$ cat src/rtl/serial_subtractor_pkg.sv
// Shared definitions for the bit-serial subtractor: FSM state encoding and
// the default operand width.
package serial_subtractor_pkg;

  typedef enum logic [1:0] {
    ST_IDLE  = 2'd0,
    ST_SHIFT = 2'd1,
    ST_DONE  = 2'd2
  } state_t;

  localparam int unsigned SUB_WIDTH_DFLT = 4;

endpackage : serial_subtractor_pkg

$ cat src/rtl/serial_fa_cell.sv
// Combinational 1-bit full adder; the only arithmetic cell in the serial
// subtractor. The carry flop is held by the parent.
module serial_fa_cell (
  input  logic i_a,
  input  logic i_b,
  input  logic i_cin,
  output logic o_sum,
  output logic o_cout
);

  // Sum and majority carry of the three input bits
  always_comb begin
    o_sum  = i_a ^ i_b ^ i_cin;
    o_cout = (i_a & i_b) | (i_a & i_cin) | (i_b & i_cin);
  end

endmodule : serial_fa_cell

$ cat src/rtl/serial_subtractor.sv
// Bit-serial two's-complement subtractor: diff = a - b, LSB first, computed
// as a + ~b + 1 through one full-adder cell and a carry flop.
// Handshake: start (accepted in IDLE) -> busy for WIDTH+1 cycles -> done pulse.
// Optional macro SERIAL_SUBTRACTOR_FLAGS_EN adds registered zero/lt outputs.
module serial_subtractor
  import serial_subtractor_pkg::*;
#(
  parameter  int unsigned WIDTH = SUB_WIDTH_DFLT,
  localparam int unsigned CNT_W = $clog2(WIDTH) + 1
) (
  input  logic             clk,
  input  logic             rst_n,
  input  logic             start,
  input  logic [WIDTH-1:0] a,
  input  logic [WIDTH-1:0] b,
  output logic             busy,
  output logic             done,
  output logic [WIDTH-1:0] diff,
  output logic             borrowout,
  output logic             overflow
`ifdef SERIAL_SUBTRACTOR_FLAGS_EN
  ,
  output logic             zero,
  output logic             lt
`endif
);

  state_t             r_state;
  state_t             w_state_nxt;
  logic [WIDTH-1:0]   r_a_sr;
  logic [WIDTH-1:0]   r_b_sr;
  // Only WIDTH-1 result bits need storing; the last bit comes straight
  // from the adder on the final edge.
  logic [WIDTH-2:0]   r_diff_sr;
  logic [CNT_W-1:0]   r_cnt;
  logic               r_carry;
  logic               r_sa;
  logic               r_sb;
  logic               w_sum;
  logic               w_cout;
  logic               w_last;
  logic [WIDTH-1:0]   w_diff_nxt;
  logic               w_ovf;
`ifdef SERIAL_SUBTRACTOR_FLAGS_EN
  logic               r_nz;
`endif

  serial_fa_cell u_fa (
    .i_a    (r_a_sr[0]),
    .i_b    (r_b_sr[0]),
    .i_cin  (r_carry),
    .o_sum  (w_sum),
    .o_cout (w_cout)
  );

  // Final-bit detection, assembled result and signed overflow
  always_comb begin
    w_last     = (r_cnt == CNT_W'(WIDTH - 1));
    w_diff_nxt = {w_sum, r_diff_sr};
    w_ovf      = (r_sa != r_sb) && (w_sum != r_sa);
  end

  // Busy whenever an operation is in flight or reporting
  always_comb begin
    busy = (r_state != ST_IDLE);
  end

  // State register
  always_ff @(posedge clk) begin
    if (!rst_n) r_state <= ST_IDLE;
    else        r_state <= w_state_nxt;
  end

  // Next-state logic
  always_comb begin
    w_state_nxt = r_state;
    case (r_state)
      ST_IDLE:  if (start)  w_state_nxt = ST_SHIFT;
      ST_SHIFT: if (w_last) w_state_nxt = ST_DONE;
      ST_DONE:              w_state_nxt = ST_IDLE;
      default:              w_state_nxt = ST_IDLE;
    endcase
  end

  // Operand capture, serial add/shift and result registers
  always_ff @(posedge clk) begin
    if (!rst_n) begin
      r_a_sr    <= '0;
      r_b_sr    <= '0;
      r_diff_sr <= '0;
      r_cnt     <= '0;
      r_carry   <= 1'b0;
      r_sa      <= 1'b0;
      r_sb      <= 1'b0;
      done      <= 1'b0;
      diff      <= '0;
      borrowout <= 1'b0;
      overflow  <= 1'b0;
`ifdef SERIAL_SUBTRACTOR_FLAGS_EN
      r_nz      <= 1'b0;
      zero      <= 1'b0;
      lt        <= 1'b0;
`endif
    end else begin
      case (r_state)
        ST_IDLE: begin
          if (start) begin
            r_a_sr  <= a;
            r_b_sr  <= ~b;
            r_carry <= 1'b1;
            r_cnt   <= '0;
            r_sa    <= a[WIDTH-1];
            r_sb    <= b[WIDTH-1];
`ifdef SERIAL_SUBTRACTOR_FLAGS_EN
            r_nz    <= 1'b0;
`endif
          end
        end
        ST_SHIFT: begin
          r_carry   <= w_cout;
          r_diff_sr <= w_diff_nxt[WIDTH-1:1];
          r_a_sr    <= r_a_sr >> 1;
          r_b_sr    <= r_b_sr >> 1;
          r_cnt     <= r_cnt + CNT_W'(1);
`ifdef SERIAL_SUBTRACTOR_FLAGS_EN
          r_nz      <= r_nz | w_sum;
`endif
          if (w_last) begin
            diff      <= w_diff_nxt;
            borrowout <= ~w_cout;
            overflow  <= w_ovf;
            done      <= 1'b1;
`ifdef SERIAL_SUBTRACTOR_FLAGS_EN
            zero      <= ~(r_nz | w_sum);
            lt        <= w_sum ^ w_ovf;
`endif
          end
        end
        ST_DONE: begin
          done <= 1'b0;
        end
        default: begin
          done <= 1'b0;
        end
      endcase
    end
  end

endmodule : serial_subtractor

$ cat config.mk
export PLATFORM = sky130hd
export DESIGN_NAME = serial_subtractor
export DESIGN_NICKNAME = d
export VERILOG_FILES = /design/src/rtl/serial_subtractor_pkg.sv /design/src/rtl/serial_fa_cell.sv /design/src/rtl/serial_subtractor.sv
export SDC_FILE = /design/constraint.sdc
export NUM_CORES = 1
export LEC_CHECK = 0
export ABC_AREA = 1
export CORE_MARGIN = 10
export CORE_UTILIZATION = 50
export DETAILED_ROUTE_END_ITERATION = 16
export PLACE_DENSITY = 0.86
export SLEW_MARGIN = 30
export SYNTH_ARGS = -nofsm -noshare
export SYNTH_HDL_FRONTEND = slang
export SYNTH_SLANG_ARGS = --single-unit
$ cat constraint.sdc
create_clock -name clk -period 3.4 [get_ports clk]
set_input_delay 0.68 -clock clk [delete_from_list [all_inputs] [get_ports clk]]
set_output_delay 0.68 -clock clk [all_outputs]
set_load 0.01 [all_outputs]
==> results.md <==
- Net Count, Synth: around 170
- Final-report hold violation count: 0
- Setup CP Type: flop to primary output
- Clk network pwr share: 33.6%
- Layout cells sized above 1: approximately 7.9%
- Remaining DRCs: 0
- CTS Buf Count: 3
- Crit path largest cell delay: 0.66 ns
- Initial drt markers: 34
- Delay-heaviest family, CP: flip-flops
- Sw power: 0.153 mW
- Worst EP required: ~2.7 ns
- Leak Pwr: a little over 0.6 nW
- Hold_ws: 0.470 ns
- Number of clock sinks: 26
- Antenna-violating nets left: 0
- Seq/Total Area, Yosys: ~45%
- Total Routing Usage GR: between 10% and 20%
- Sequential share of power: between 50% and 60%
- Relative slew margins: 60.4%
- Area Growth Syn to Fin: 19.6%
- Max Clock Freq: 411 MHz
- Final worst path period share: 71.6%
- Global-route wire length before repair: 4090 um
- Post-layout min period: 2.43 ns
- Crit-path max FO: 10
- Vias in the first global route: 930
- NumNets Final: approximately 190
- Count of cell types in the netlist: 20
- Critical path arrival: ~1.8 ns
- Critical path startpoint category: flop
- Final Instance Area: roughly 1400 sq um
- Worst Setup SP: r_state[0]$_SDFFE_PN0P_
- Post-layout total power: around 0.63 mW
- Post-CTS Repair Setup Buffers: 0
- Area of the core: about 2200 sq um
- Hold path startpoint: r_cnt[2]$_SDFFE_PN0P_
- Layout Utilization: a little over three fifths
- Detailed Route WL: between 2000 and 2500 um
- GP Congestion: 0.827
- Comb power frac: a little over an eighth
- Critical Path End Type: primary output
- Die span in x: approximately 68 um
- Rows: 17
- H-tree Lvls: 1
- Sw Ratio: roughly a quarter
- CTS root buf: clkbuf_4
- Least-Margin Pin Slew: 0.592 ns
- CTS Hold Buffers Added: 0
- Max cap viols: 0
- Register bit total from synthesis: 26
- Die area: 4650 sq um
- Slowest-stage cell, CP: dfxtp_1
- CTS tree: done
- Class of the worst hold path: flop to flop
- Initial antenna violation count: 0
- Synth warn: 0
- P per Cell Area: between 400 and 500 nW/um^2
- DR vias: ~1,000
- Clk pin slew, worst setup/hold paths: 0.14 ns
- Starting Density: between 50% and 60%
- RSZ-0062 raised after global routing: false
- Clock latency on the worst-skew pair: ~0.33 ns
- Largest net degree at the start of global routing: 19
- Routed len/inst: ~11 um
- Final HPWL DP: roughly 1700 um
- Dpl cell area: 1340 sq um
- Worst Skew: between 0.005 and 0.006 ns
- Max-slew violations: 0
- Die Y: roughly 68 um
- Buffer and inverter count on the worst path: 2
- Commonest non-fill, non-tap cell in the layout: nand2_1
- Port bufs: 18
- Congestion Overflow GR: 0
- Commonest non-fill, non-tap cells in the layout: nand2_1 (39), dfxtp_1 (26), inv_1 (23)
- Synth area leader: dfxtp_1
- Via density: just over 5
- Share of Yosys cell area claimed by the top area cell type: between 40 and 50%
- Reg-to-reg startpoint: r_state[0]$_SDFFE_PN0P_
- Total Neg Setup Slack: 0 ns
- Post-Syn Area: 1160 sq um
- First-pass DRT Iterations: 4
- Internal power: 0.477 mW
- Clock Path Buffers: 2
- Antenna cells: 0
- Status: complete, no violations
- Post-cts sizing count: 0
- Max VDD drop: approximately 250 uV
- Top cells by area, synth: dfxtp_1 (45%), nand2_1 (13%), inv_1 (7.4%), nor2_1 (6.8%), nand3_1 (6.0%)
- Setup violators final: 0
- Post-synthesis instance total: 160
- CP Cell Sequence: nor2_2 > inv_1 > clkdlybuf4s50_1
- Num ports: 19
- Syn avg cell area: slightly above 7 sq um
- Fill cell count: around 220
worst min-delay path, stage by stage, from the launching register on:
cell	delay, ns
dfxtp_1	0.34
nand2_1	0.06
a21oi_1	0.05
registers in the layout, indices dropped and copies added (netlist names):
register and count:
borrowout 1, diff 4, done 1, overflow 1, r_a_sr 4, r_b_sr 4, r_carry 1, r_cnt 3
r_diff_sr 3, r_sa 1, r_sb 1, r_state 2
cell type report:
cell class	count	area, sq um	area share [%]
repair buffers	18	180	13.0
inverters	25	93.8	6.76
clock inverters	1	30.0	2.16
clock buffers	3	22.5	1.62
multi-input cells	104	507	36.5
well taps	28	35.0	2.52
flip-flops and latches	26	520	37.5
metrics by stage:
step           setup slack [ns]  instances
6_report                  0.966        205
5_1_grt                   0.872        205
4_1_cts                   0.959        205
3_5_place_dp               1.32        201
3_3_place_gp               1.36        201
2_1_floorplan              2.05        160
power groups by stage:
stage | clock network [mW] | logic, mW | registers [mW]
global route | 0.230 | 0.0975 | 0.336
floorplan | 0 | 0.0672 | 0.335
detailed placement | 0 | 0.0842 | 0.341
CTS | 0.217 | 0.0851 | 0.334
global placement | 0 | 0.0820 | 0.340
finish | 0.212 | 0.0847 | 0.334
cells by family (layout without fill, tap and decap cells):
group | Yosys count | after routing | share of synthesized area [%]
AOI/OAI and AO/OA | 21 | 21 | 10.7
adders and majority gates | 3 | 3 | 3.88
buffers and inverters | 30 | 47 | 11.5
DFF | 26 | 26 | 44.8
and+or+nand+nor | 80 | 80 | 29.1
path summary, 6_finish.rpt:
path	cells past startpoint	end	slack, ns
max	3	busy	0.97
min	2	r_cnt[2]$_SDFFE_PN0P_	0.47
max reg2reg	4	borrowout$_SDFFE_PN0P_	1.89
min reg2reg	2	r_cnt[2]$_SDFFE_PN0P_	0.47
routing by layer:
layer,vias up,global-route usage [%],part of all wire [%]
met4,0,6.03,2.1
li1,527,-,-
met3,5,4.08,8.2
met1,476,12.8,43
met2,32,18.7,46
met5,-,0,0
cells in the mapped netlist:
cell type / number
nand2_2: 3
nor2_1: 21
o21ai_1: 3
nand3b_1: 1
a21oi_2: 2
inv_2: 2
buf_4: 1
nand2_1: 39
dfxtp_1: 26
buf_6: 2
ha_1: 2
o21ai_4: 1
nand3_1: 14
a21oi_1: 10
buf_2: 2
o21ai_0: 5
inv_1: 23
nor2_2: 1
nand3_2: 1
fa_1: 1
No activity file was read; power rests on OpenSTA's default activity.
